===== src/rtl/mips_multi_ctrl.sv =====
`default_nettype none
// ============================================================================
// Module      : mips_multi_ctrl
// Description : Multicycle MIPS control sequencer. Steps each instruction
//               through fetch/decode/execute/memory/write-back, drives the
//               datapath selects and strobes, and counts retired instructions.
// Revision    : 1.0 - initial release
// ============================================================================
module mips_multi_ctrl #(
    parameter int CNT_W = 32
) (
    input  logic             clk,
    input  logic             rst,
    input  logic [5:0]       opcode_i,
    input  logic [5:0]       funct_i,
    input  logic             zero_i,
    input  logic             mem_ready_i,
    output logic             pc_en_o,
    output logic [1:0]       pc_src_o,
    output logic             iord_o,
    output logic             mem_read_o,
    output logic             mem_write_o,
    output logic             ir_write_o,
    output logic             reg_dst_o,
    output logic             mem_to_reg_o,
    output logic             reg_write_o,
    output logic             alu_src_a_o,
    output logic [1:0]       alu_src_b_o,
    output logic [2:0]       alu_ctrl_o,
    output logic             illegal_o,
    output logic [3:0]       state_o,
    output logic [CNT_W-1:0] instr_count_o
);

    typedef enum logic [3:0] {
        FETCH   = 4'd0,
        DECODE  = 4'd1,
        MEM_ADR = 4'd2,
        MEM_RD  = 4'd3,
        MEM_WB  = 4'd4,
        MEM_WR  = 4'd5,
        EXEC    = 4'd6,
        ALU_WB  = 4'd7,
        BRANCH  = 4'd8,
        JUMP    = 4'd9,
        HALT    = 4'd10
    } state_t;

    localparam logic [5:0] c_OP_RTYPE = 6'd0;
    localparam logic [5:0] c_OP_J     = 6'd2;
    localparam logic [5:0] c_OP_BEQ   = 6'd4;
    localparam logic [5:0] c_OP_LW    = 6'd35;
    localparam logic [5:0] c_OP_SW    = 6'd43;
    localparam logic [5:0] c_FN_ADD   = 6'd32;
    localparam logic [5:0] c_FN_SUB   = 6'd34;
    localparam logic [5:0] c_FN_AND   = 6'd36;
    localparam logic [5:0] c_FN_OR    = 6'd37;

    state_t           state_q, state_d;
    logic             illegal_q, illegal_d;
    logic [CNT_W-1:0] count_q, count_d;
    logic             w_retire;
    logic             w_rtype_ok;

    assign w_rtype_ok = (funct_i == c_FN_ADD) || (funct_i == c_FN_SUB) ||
                        (funct_i == c_FN_AND) || (funct_i == c_FN_OR);

    // State, sticky illegal flag and retire counter registers
    always_ff @(posedge clk or posedge rst) begin
        if (rst) begin
            state_q   <= FETCH;
            illegal_q <= 1'b0;
            count_q   <= '0;
        end else begin
            state_q   <= state_d;
            illegal_q <= illegal_d;
            count_q   <= count_d;
        end
    end

    // Next-state decode and per-state datapath controls; reset forces all outputs low
    always_comb begin
        state_d      = state_q;
        illegal_d    = illegal_q;
        w_retire     = 1'b0;
        pc_en_o      = 1'b0;
        pc_src_o     = 2'b00;
        iord_o       = 1'b0;
        mem_read_o   = 1'b0;
        mem_write_o  = 1'b0;
        ir_write_o   = 1'b0;
        reg_dst_o    = 1'b0;
        mem_to_reg_o = 1'b0;
        reg_write_o  = 1'b0;
        alu_src_a_o  = 1'b0;
        alu_src_b_o  = 2'b00;
        alu_ctrl_o   = 3'b010;
        case (state_q)
            FETCH: begin
                mem_read_o  = 1'b1;
                alu_src_b_o = 2'b01;
                ir_write_o  = mem_ready_i;
                pc_en_o     = mem_ready_i;
                if (mem_ready_i) state_d = DECODE;
            end
            DECODE: begin
                alu_src_b_o = 2'b11;
                if (opcode_i == c_OP_LW || opcode_i == c_OP_SW)   state_d = MEM_ADR;
                else if (opcode_i == c_OP_RTYPE && w_rtype_ok)    state_d = EXEC;
                else if (opcode_i == c_OP_BEQ)                    state_d = BRANCH;
                else if (opcode_i == c_OP_J)                      state_d = JUMP;
                else begin
                    state_d   = HALT;
                    illegal_d = 1'b1;
                end
            end
            MEM_ADR: begin
                alu_src_a_o = 1'b1;
                alu_src_b_o = 2'b10;
                state_d     = (opcode_i == c_OP_LW) ? MEM_RD : MEM_WR;
            end
            MEM_RD: begin
                iord_o     = 1'b1;
                mem_read_o = 1'b1;
                if (mem_ready_i) state_d = MEM_WB;
            end
            MEM_WB: begin
                mem_to_reg_o = 1'b1;
                reg_write_o  = 1'b1;
                w_retire     = 1'b1;
                state_d      = FETCH;
            end
            MEM_WR: begin
                iord_o      = 1'b1;
                mem_write_o = 1'b1;
                if (mem_ready_i) begin
                    w_retire = 1'b1;
                    state_d  = FETCH;
                end
            end
            EXEC: begin
                alu_src_a_o = 1'b1;
                case (funct_i)
                    c_FN_SUB: alu_ctrl_o = 3'b110;
                    c_FN_AND: alu_ctrl_o = 3'b000;
                    c_FN_OR:  alu_ctrl_o = 3'b001;
                    default:  alu_ctrl_o = 3'b010;
                endcase
                state_d = ALU_WB;
            end
            ALU_WB: begin
                reg_dst_o   = 1'b1;
                reg_write_o = 1'b1;
                w_retire    = 1'b1;
                state_d     = FETCH;
            end
            BRANCH: begin
                alu_src_a_o = 1'b1;
                alu_ctrl_o  = 3'b110;
                pc_src_o    = 2'b01;
                pc_en_o     = zero_i;
                w_retire    = 1'b1;
                state_d     = FETCH;
            end
            JUMP: begin
                pc_src_o = 2'b10;
                pc_en_o  = 1'b1;
                w_retire = 1'b1;
                state_d  = FETCH;
            end
            HALT:    state_d = HALT;
            default: state_d = FETCH;
        endcase
        count_d = w_retire ? (count_q + CNT_W'(1)) : count_q;
        // Abandon any in-flight access immediately while reset is held
        if (rst) begin
            pc_en_o      = 1'b0;
            pc_src_o     = 2'b00;
            iord_o       = 1'b0;
            mem_read_o   = 1'b0;
            mem_write_o  = 1'b0;
            ir_write_o   = 1'b0;
            reg_dst_o    = 1'b0;
            mem_to_reg_o = 1'b0;
            reg_write_o  = 1'b0;
            alu_src_a_o  = 1'b0;
            alu_src_b_o  = 2'b00;
            alu_ctrl_o   = 3'b000;
        end
    end

    assign state_o       = state_q;
    assign illegal_o     = illegal_q;
    assign instr_count_o = count_q;

endmodule
`default_nettype wire


===== config.mk =====
export PLATFORM = sky130hd
export DESIGN_NAME = mips_multi_ctrl
export DESIGN_NICKNAME = d
export VERILOG_FILES = /design/src/rtl/mips_multi_ctrl.sv
export SDC_FILE = /design/constraint.sdc
export NUM_CORES = 1
export LEC_CHECK = 0
export CAP_MARGIN = 20
export CORE_UTILIZATION = 45
export DETAILED_ROUTE_END_ITERATION = 6
export PLACE_DENSITY = 0.84
export SLEW_MARGIN = 30
export SYNTH_ARGS = -nofsm -noshare
export SYNTH_HDL_FRONTEND = slang
export SYNTH_SLANG_ARGS = --single-unit
export TNS_END_PERCENT = 1

===== constraint.sdc =====
create_clock -name clk -period 7.2 [get_ports clk]
set_clock_uncertainty 0.15 [all_clocks]
set_input_delay 1.8 -clock clk [delete_from_list [all_inputs] [get_ports clk]]
set_output_delay 1.8 -clock clk [all_outputs]
set_load 0.05 [all_outputs]

Word level (Yosys, flattened, before mapping). Cells that the tools add are included.

Output and inout bits: 53. Register bits: 37.

$add $sub $neg: 1. Bitwise operators: 4. Muxes and demuxes: 36. Reduce and logical (&&, ||, !) cells: 14. Equal/unequal tests: 21.

Operator list (number): 6-bit == test (second input constant) (6); 32-bit by 1-bit adder with 32-bit output (second input constant) (1); 4-bit one-hot mux with 7 select lines (1); 4-bit 2-to-1 mux (5); 1-bit 2-to-1 mux (18); 4-bit by 3-bit == test with 1-bit output (second input constant) (4); 4-bit == test (second input constant) (3); 3-bit one-hot mux with 3 select lines (1); 4-bit by 2-bit == test with 1-bit output (second input constant) (2); 2-bit 2-to-1 mux (4); 6-bit by 2-bit == test with 1-bit output (second input constant) (1); 6-bit by 3-bit == test with 1-bit output (second input constant) (1); 6-bit zero test (1); 3-bit 2-to-1 mux (2); 2-bit != test (second input constant) (3); 2-bit one-hot mux with 3 select lines (1); 3-bit one-hot mux with 2 select lines (1); 2-bit OR reduction (3); 5-bit AND reduction (1); 4-bit by 1-bit == test with 1-bit output (second input constant) (1); 4-bit zero test (1); 1-bit logical OR (4); 1-bit NOT (4); 2-bit one-hot mux with 2 select lines (1); 6 further kinds (6).

Depth between registers and ports, before layout.
Depth after elaboration: 8. Gate-level depth with buffers: 6. Gate-level depth less buffers: 6.

Least setup slack after synthesis. OpenSTA, ideal clock, no wires.

Path kind: in2out. Start point: in rst. End point: out alu_src_b_o[1]. Required time: 5250 ps. Cell stages on the path: 1. Slack: 1071 ps. Data arrival time: 4179 ps. Cell sequence: a2111oi_0.

Cells in the longest elaborated chain, start to end: 1.

Ends and longest elaborated chain: start, declared (line 13) `input logic rst,`; 2-bit 2-to-1 mux (line 176) `if (rst) begin`; end, declared (line 28) `output logic [1:0] alu_src_b_o,`.

No other way between the ends.

Worst setup path after layout.
Start point: in rst. End point: out ir_write_o.

Cells in the longest elaborated chain, start to end: 1.

Ends and longest elaborated chain: 1-bit 2-to-1 mux (line 176); end, declared (line 23) `output logic ir_write_o,`.

No other way between the ends.

==> results.cfg <==
[setup_path]
critPathCaptureType = output port
crit_chain = clkdlybuf4s50_1, or3_1, nor2_1, and2_1, clkdlybuf4s50_1
crit_required_ns = 5.25
max_stage_delay_ns = 0.79
ff2ff_path_depth = 5
cp_slowest_cell = clkdlybuf4s50_1
cpMostUsedCell = clkdlybuf4s50_1
reg2reg_to = instr_count_o[25]$_DFFE_PP0P_
cp_max_fo = 8
path_class = input port to output port
worstPathArrival_ns = 3.87
reg2reg_from = state_o[3]$_DFFE_PP0P_
r2r_slack_ns = 4.90
crit_path_start_kind = input port

[power]
p_sw_uw = 387.1
comb_power_share = 0.456
clkPwrFrac = 0.211
power.leakage_nw = 1.183
p_total_uw = 870.1
power.density_nw_per_um2 = 302.2
p_int_uw = 483.0
sequentialPowerShare = 0.332
vdd_drop_max_v = 0.0001799
switching_share = 0.4449

[cells_and_area]
design_area_um2 = 2879
antenna-diode-count = 0
instances_no_fill = 337
fillers = 346
drive_gt1_frac = 0.05965
nNetsFinal = 301
syn_to_final_growth_pct = 41.34

[die]
fp.coreArea_um2 = 4354
die_w_um = 69.28
row_count = 24
start_util = 0.4678
die_y_um = 69.28
die_area_um2 = 4800
io_pins = 69

[timing]
clock.fmax_mhz = 172.0
fin_hold_ws_ns = 0.3292
setup_violations = 0
slew_headroom = 0.6284
hold_viol_final = 0
rsz0062_at_grt = false
timing.final.crit_share = 0.8077
worstMarginPinSlew_ns = 0.5523
tns_ns = 0
drv_slew = 0
fin_crit_ns = 5.816

[place]
dp_cells = 329
routabilityCongestion = 0.8345
hpwl_um = 3434
placed_cell_area_um2 = 2763
numPortBuffers = 68

[logic_synthesis]
async_flop_share = 1.000
synth_area_leaders = dfrtp_1 (45%), xnor2_1 (8.6%), xor2_1 (5.6%)
syn_inst = 213
synth_edf_count = 0
synth_flop_cell = dfrtp_1
synth_area_um2 = 2037
synth_seq_cells = 37
synth.distinct_cells = 40
syn-num-nets = 230
yosysMostFrequentCell = dfrtp_1
synth_common_cells = dfrtp_1 (37), nor2_1 (25), nand2_1 (20), xnor2_1 (20), xor2_1 (13)
yosys.area.top_type = dfrtp_1
yosysSeqAreaShare = 0.4545
synth_top_area_frac = 0.4545
yosysWarnings = 0
avgSynthCellArea_um2 = 9.563

[global_routing]
gr-usage-met1 = 0.2548
grt-ovfl-total = 0
antenna_found_initial = 0
met2_usage = 0.3430
busiest_layer = met2
use_met3 = 0.05959
grt_pass1_vias = 1725
grt_util_all_layers = 0.2073
grt_max_degree = 38
grt_pass1_wl_um = 7983

[hold_path]
holdPathEnd = instr_count_o[31]$_DFFE_PP0P_
min_path_cells = 1
hp-class = flop to flop
worstHoldStart = instr_count_o[31]$_DFFE_PP0P_

[cts]
clockBufferDepth = 2
cts_buffers = 5
cts_tree = done
clk_pin_slew_ns = 0.07
ctsHtreeMaxLevel = 2
hold_buffers = 0
post_cts_resized = 0
cts_setup_buffers = 0
clock_latency_ns = 0.29
cts-root-buf = clkbuf_8
cts_num_sinks = 37

[route]
drt-initial-drc-count = 70
vias_per_cell = 5.389
wl_per_cell_um = 13.63
vias = 1816
drt-total-wl_um = 4594
ant_nets = 0
drc = 0
first_pass_iters = 4

[job]
cap_violations = 0

[outcome]
status = finished clean
## stage by stage
| step | setup slack, ns | util |
|---|---|---|
| detailed placement | 1.395 | 0.6345 |
| floorplan | 1.071 | - |
| global placement | 1.463 | 0.6345 |
| CTS | 1.392 | 0.6612 |
| global route | 1.322 | 0.6612 |
| finish | 1.384 | 0.6612 |
## metal layers
metal  share of wire  routed length (µm)
met5               0                   0
met4           0.015                  71
met3           0.045                 208
met2            0.50                2305
met1            0.44                2008
## cells by family after synthesis
family | share of synthesized area
compound gates | 0.06573
fa+ha+maj | 0.006142
flops | 0.4545
simple gates | 0.3053
buf+inv | 0.02641
xor+xnor | 0.1419
## layout by cell type (no fill, tap or decap), types with 8 or more instances in the layout
cell	instances
dfrtp_1	37
xor2_1	13
nor3_1	8
nand3_1	8
xnor2_1	20
nor2_1	25
nand2_1	20
clkdlybuf4s50_1	68
nand2b_1	8
nand4_1	11
## power groups by stage
stage          combinational, mW  clock, mW  sequential [mW]
6_report                   0.397      0.184            0.289
5_1_grt                    0.423      0.198            0.297
4_1_cts                    0.398      0.187            0.289
3_5_place_dp               0.397          0            0.293
3_3_place_gp               0.392          0            0.292
2_1_floorplan              0.229          0            0.339
## state kept, by name, indices dropped and copies added, names as in the netlist
register       cells
instr_count_o     32
state_o            4
illegal_o          1
## worst max-delay path by stage
stage                     start        endpoint  slack (ns)  depth (start not counted)
final                       rst      ir_write_o        1.38                          5
after global routing        rst      ir_write_o        1.32                          5
after CTS                   rst      ir_write_o        1.39                          5
after detailed placement    rst      ir_write_o        1.39                          5
after global placement      rst      ir_write_o        1.46                          5
after floorplan             rst  alu_src_b_o[1]        1.07                          1
## critical path: cells and delay by family
kind	cells	cell delay [ns]
buf+inv	2	1.34
simple gates	3	0.72
## layout make-up
type                            count  area (µm²)  area share
Clock buffer                        7       86.33     0.02999
Clock inverter                      1       30.03     0.01043
Inverter                            7       26.28    0.009126
Multi-Input combinational cell    164        1057      0.3672
Sequential cell                    37       925.9      0.3216
Tap cell                           52       65.06     0.02260
Timing Repair Buffer               69       688.2      0.2390
Note: power is estimated with default switching activity, not from simulation.
